$ cat src/rtl/adder_tree_feeder.sv
// adder_tree_feeder: gathers five serial operand words into a registered
// A..E group for a downstream adder tree and tags the tree's result.
//
// Handshake: a word is taken on a rising edge where in_valid & in_ready.
// in_ready depends only on en, abort and rst_n (never on in_valid), so a
// source may hold in_valid high indefinitely while in_ready is low.
module adder_tree_feeder #(
  parameter int W   = 16,
  parameter int LAT = 3
) (
  input  logic         clk,
  input  logic         rst_n,
  input  logic         en,
  input  logic         abort,
  input  logic [W-1:0] in_data,
  input  logic         in_valid,
  output logic         in_ready,
  output logic [W-1:0] A,
  output logic [W-1:0] B,
  output logic [W-1:0] C,
  output logic [W-1:0] D,
  output logic [W-1:0] E,
  output logic         launch,
  output logic         sum_valid,
  output logic [7:0]   sum_tag,
  output logic [7:0]   grp_cnt,
  output logic [3:0]   fsm_state
);

  typedef enum logic {IDLE = 1'b0, FILL = 1'b1} state_t;
  typedef logic [LAT-1:0]   vld_pipe_t;
  typedef logic [8*LAT-1:0] tag_pipe_t;

  state_t     state;
  state_t     state_nx;
  logic [2:0] slot;
  logic [2:0] slot_nx;
  logic       accept;
  logic       last_word;
  logic [W-1:0] stage [4];
  logic [7:0] launch_tag;
  vld_pipe_t  vld_pipe;
  tag_pipe_t  tag_pipe;

  assign accept    = in_valid & in_ready;
  assign last_word = accept & (slot == 3'd4);

  // Debug view of the FSM: {in FILL, slot}.
  assign fsm_state = {(state == FILL), slot};

  // FSM state register: state and slot position.
  always_ff @(posedge clk or negedge rst_n) begin
    if (!rst_n) begin
      state <= IDLE;
      slot  <= 3'd0;
    end else begin
      state <= state_nx;
      slot  <= slot_nx;
    end
  end

  // FSM next state: en gates IDLE/FILL; slot advances per accept, abort rewinds it.
  always_comb begin
    state_nx = state;
    slot_nx  = slot;
    case (state)
      IDLE:    if (en)  state_nx = FILL;
      FILL:    if (!en) state_nx = IDLE;
      default: state_nx = IDLE;
    endcase
    if (abort)
      slot_nx = 3'd0;
    else if (accept)
      slot_nx = (slot == 3'd4) ? 3'd0 : slot + 3'd1;
  end

  // FSM outputs: ready while enabled, not aborting and out of reset.
  always_comb begin
    in_ready = en & ~abort & rst_n;
  end

  // Staging of words 0..3; an abort drops whatever was gathered.
  always_ff @(posedge clk or negedge rst_n) begin
    if (!rst_n) begin
      for (int i = 0; i < 4; i++) stage[i] <= '0;
    end else if (abort) begin
      for (int i = 0; i < 4; i++) stage[i] <= '0;
    end else if (accept && slot != 3'd4) begin
      stage[slot[1:0]] <= in_data;
    end
  end

  // Operand registers, launch pulse and group counter update together on word 4.
  always_ff @(posedge clk or negedge rst_n) begin
    if (!rst_n) begin
      A          <= '0;
      B          <= '0;
      C          <= '0;
      D          <= '0;
      E          <= '0;
      launch     <= 1'b0;
      launch_tag <= 8'd0;
      grp_cnt    <= 8'd0;
    end else begin
      launch <= last_word;
      if (last_word) begin
        A          <= stage[0];
        B          <= stage[1];
        C          <= stage[2];
        D          <= stage[3];
        E          <= in_data;
        launch_tag <= grp_cnt;
        grp_cnt    <= grp_cnt + 8'd1;
      end
    end
  end

  // Valid/tag shift register tracking the adder tree's latency.
  always_ff @(posedge clk or negedge rst_n) begin
    if (!rst_n) begin
      vld_pipe <= '0;
      tag_pipe <= '0;
    end else begin
      vld_pipe <= (vld_pipe << 1) | vld_pipe_t'(launch);
      tag_pipe <= (tag_pipe << 8) | tag_pipe_t'(launch_tag);
    end
  end

  assign sum_valid = vld_pipe[LAT-1];
  assign sum_tag   = tag_pipe[8*LAT-1 -: 8];

endmodule

$ cat config.mk
export PLATFORM = sky130hd
export DESIGN_NAME = adder_tree_feeder
export DESIGN_NICKNAME = d
export VERILOG_FILES = /design/src/rtl/adder_tree_feeder.sv
export SDC_FILE = /design/constraint.sdc
export NUM_CORES = 1
export LEC_CHECK = 0
export BUFFER_PORTS_ARGS = -buffer_cell sky130_fd_sc_hd__clkbuf_2
export CAP_MARGIN = 20
export CORE_ASPECT_RATIO = 0.7
export CORE_MARGIN = 5
export CORE_UTILIZATION = 55
export CTS_CLUSTER_SIZE = 16
export DETAILED_ROUTE_END_ITERATION = 16
export PLACE_DENSITY = 0.83
export SYNTH_ARGS = -nofsm -noshare
export SYNTH_HDL_FRONTEND = slang
export SYNTH_SLANG_ARGS = --single-unit
export TNS_END_PERCENT = 30
$ cat constraint.sdc
create_clock -name clk -period 4.1 [get_ports clk]
set_input_delay 0.82 -clock clk [delete_from_list [all_inputs] [get_ports clk]]
set_output_delay 0.82 -clock clk [all_outputs]
set_load 0.02 [all_outputs]
==> metrics.log <==
INFO  metric status = finished, final reports clean
INFO  metric leak = approximately 4.7 nW
INFO  metric first_global_vias = between 4,000 and 5,000
INFO  metric clkTransAtPathRegs = approximately 70 ps
INFO  metric grt_max_degree = 75
INFO  metric initial_utilization = a little under three fifths
INFO  metric crit_type = in2out
INFO  metric die_area = ~16,000 um^2
INFO  metric synthArstFlopShare = between 90% and 100%
INFO  metric seq_cells_post_synth = 192
INFO  metric cts_hold_buf = 0
INFO  metric postLayoutCoreUtil = between 60 and 70%
INFO  metric drive_gt1_share = 52.2%
INFO  metric cp_data_arrival_time = around 1800 ps
INFO  metric rsz0062_at_grt = false
INFO  metric slew_viol_final = 0
INFO  metric area_growth_syn_to_layout = 15.7%
INFO  metric synth_cells = around 490
INFO  metric netlist.area_leader.share = a little under two thirds
INFO  metric detail_route.drc_violations = 0
INFO  metric cts_setup_buffers = 0
INFO  metric cts_buffers = 17
INFO  metric final_min_period_over_clock_period = 63.7%
INFO  metric timing.final.crit_period = around 2600 ps
INFO  metric type_of_element_capturing_the_critical_path = primary output
INFO  metric totalWireLength = 14,800 um
INFO  metric vias_per_cell = approximately 5.2
INFO  metric fmaxAchievable = approximately 0.38 GHz
INFO  metric relSlewSlack = roughly two fifths
INFO  metric cts_htree_levels = 4
INFO  metric wire_length_of_the_first_global_routing_pass = 24,500 um
INFO  metric timing.max_cap.violations = 0
INFO  metric initialDrtViolationCount = between 200 and 300
INFO  metric grt_antenna_before_repair = 0
INFO  metric clock_sink_count = 192
INFO  metric top_area_cells_in_the_synthesized_netlist = dfrtp_1 63%, mux2_2 23%, nor2b_1 4.2%, buf_6 1.8%, and2b_1 1.3%
INFO  metric core-area = about 13,000 um^2
INFO  metric pwr_density_cell = 406 nW/um^2
INFO  metric worst_slew_pin_slew = just over 900 ps
INFO  metric grt_overflow = 0
INFO  metric postCtsResizedCells = 0
INFO  metric fp-row-count = 35
INFO  metric dieWidth = between 150 and 200 um
INFO  metric ioPinCount = ~120
INFO  metric wire_per_inst = around 18 um
INFO  metric hold_viol = 0
INFO  metric path_max_fanout = 35
INFO  metric syn_area = ~7600 um^2
INFO  metric worst_setup_path_start_kind = input port
INFO  metric yosysWarnings = 0
INFO  metric drt_pre_antenna_iters = 6
INFO  metric grt_use_total = 19.5%
INFO  metric antennaDiodeCount = 0
INFO  metric routed-via-count = between 4,000 and 5,000
INFO  metric synth-seq-area-share = 63.4%
INFO  metric tritoncts = yes
INFO  metric totalNegativeSetupSlack = 0 ps
INFO  metric dieHeight = 108 um
INFO  metric clock_tree.root_cell = clkbuf_16
INFO  metric portBuffers = 123
INFO  metric synthDominantAreaCellType = dfrtp_1
INFO  metric gp_routability_congestion = 0.778
INFO  metric synth_flop_cell = dfrtp_1
INFO  metric final.setup_skew = ~15 ps
INFO  metric worst_ir_drop_vdd = roughly 0.31 mV
INFO  metric drtAntennaViolNets = 0
INFO  metric synth.avg_cell_area = around 16 um^2
INFO  metric synthDistinctLibCells = 28
INFO  metric worst_hold_path_type = reg2reg
INFO  metric synth_edf_count = 0
INFO  metric clkLatencyLatePin = 420 ps
INFO  metric cts-root-to-sink-buffers = 2
INFO  metric setup-violations-final = 0
INFO  metric mappedNetlistNets = ~510
INFO  metric dp.final_hpwl = around 10,000 um
INFO  metric worst_ep_required_time = between 3000 and 4000 ps
INFO  metric nNetsFinal = between 600 and 700
[power breakdown]
| group | leakage, nW | switching [mW] | internal (mW) |
|---|---|---|---|
| Sequential | 2.67 | 0.00834 | 1.90 |
| Clock | 0.262 | 0.742 | 0.795 |
| Combinational | 1.79 | 0.0821 | 0.0302 |
[registers in the layout, summed over array words and instances, names as in the netlist]
name / cells
vld_pipe: 3
E: 16
slot: 3
launch_tag: 8
state: 1
A: 16
B: 16
grp_cnt: 8
D: 16
launch: 1
stage: 64
tag_pipe: 24
C: 16
[layout by cell type, fill, tap and decap left out, types with 2 or more instances in the layout]
cell type / netlist / layout
a21oi_1: 2 / 2
and2b_1: 13 / 13
buf_4: 11 / 6
clkbuf_16: 0 / 17
clkbuf_2: 0 / 122
clkinv_2: 0 / 2
clkinv_4: 0 / 3
clkinvlp_4: 0 / 4
dfrtp_1: 192 / 192
ha_1: 5 / 5
inv_1: 4 / 4
inv_6: 0 / 3
inv_8: 0 / 3
mux2_2: 153 / 153
nand2_1: 5 / 5
nand3_1: 3 / 3
nand3_4: 3 / 3
nor2b_1: 51 / 51
nor3_1: 2 / 2
nor4_1: 4 / 4
xor2_1: 6 / 6
[final cells by class]
| class | instances | area, um^2 |
|---|---|---|
| well taps | 185 | 231 |
| repair buffers | 129 | 669 |
| multi-input cells | 258 | 2500 |
| clock buffers | 17 | 425 |
| flip-flops and latches | 192 | 4800 |
| fillers | 977 | 4540 |
| clock inverters | 15 | 126 |
| inverters | 4 | 15.0 |
[logic make-up (layout without fill, tap and decap cells)]
| group | count (synthesis) | after routing | synth area share [%] |
|---|---|---|---|
| adder cells (fa/ha/maj) | 5 | 5 | 0.825 |
| AO/OA/AOI/OAI | 4 | 4 | 0.347 |
| AND/OR/NAND/NOR | 88 | 88 | 8.20 |
| buffers and inverters | 35 | 165 | 3.61 |
| flip-flops | 192 | 192 | 63.4 |
| XOR/XNOR | 7 | 7 | 0.808 |
| multiplexers | 154 | 154 | 22.9 |
[final timing paths]
path | depth (start not counted) | from | slack, ps | end
worst max-delay path | 3 | abort | 1490 | in_ready
worst min-delay path | 0 | vld_pipe[1] | 350 | vld_pipe[2]
worst max register to register | 6 | slot[0] | 1610 | A[1]
worst min register to register | 0 | vld_pipe[1] | 350 | vld_pipe[2]
max in group asynchronous | 3 | rst_n | 2040 | stage[40]
min in group asynchronous | 2 | rst_n | 630 | A[6]
[layer usage]
layer  up-vias  global-route usage (%)  wire [um]
li1       1902                       -          -
met1      2128                    26.3       6700
met2        91                    30.8       7060
met3        20                    5.28        795
met4         0                    6.92        242
met5         -                       0          0
[cells in the mapped netlist, types with 2 or more instances]
cell,n
ha_1,5
nor4_1,4
buf_4,11
nand2_1,5
nand3_1,3
a21oi_1,2
dfrtp_1,192
nor2b_1,51
nor3_1,2
xor2_1,6
nand3_4,3
mux2_2,153
and2b_1,13
buf_6,12
clkbuf_1,7
inv_1,4
[per-stage QoR]
stage	std cells	setup slack, ps	power (mW)	hold WS [ps]	instance area (um^2)
after floorplan	485	1940	1.99	331	7580
after global placement	768	1170	2.06	332	8230
after detailed placement	768	1100	2.06	335	8230
after CTS	800	1470	3.60	351	8780
after global routing	800	1430	3.70	352	8780
final	800	1490	3.56	348	8780
[critical path, stage by stage]
cell and delay (ps):
clkbuf_2 500, and3b_2 310, clkbuf_2 160
(Power assumes the default switching activity.)
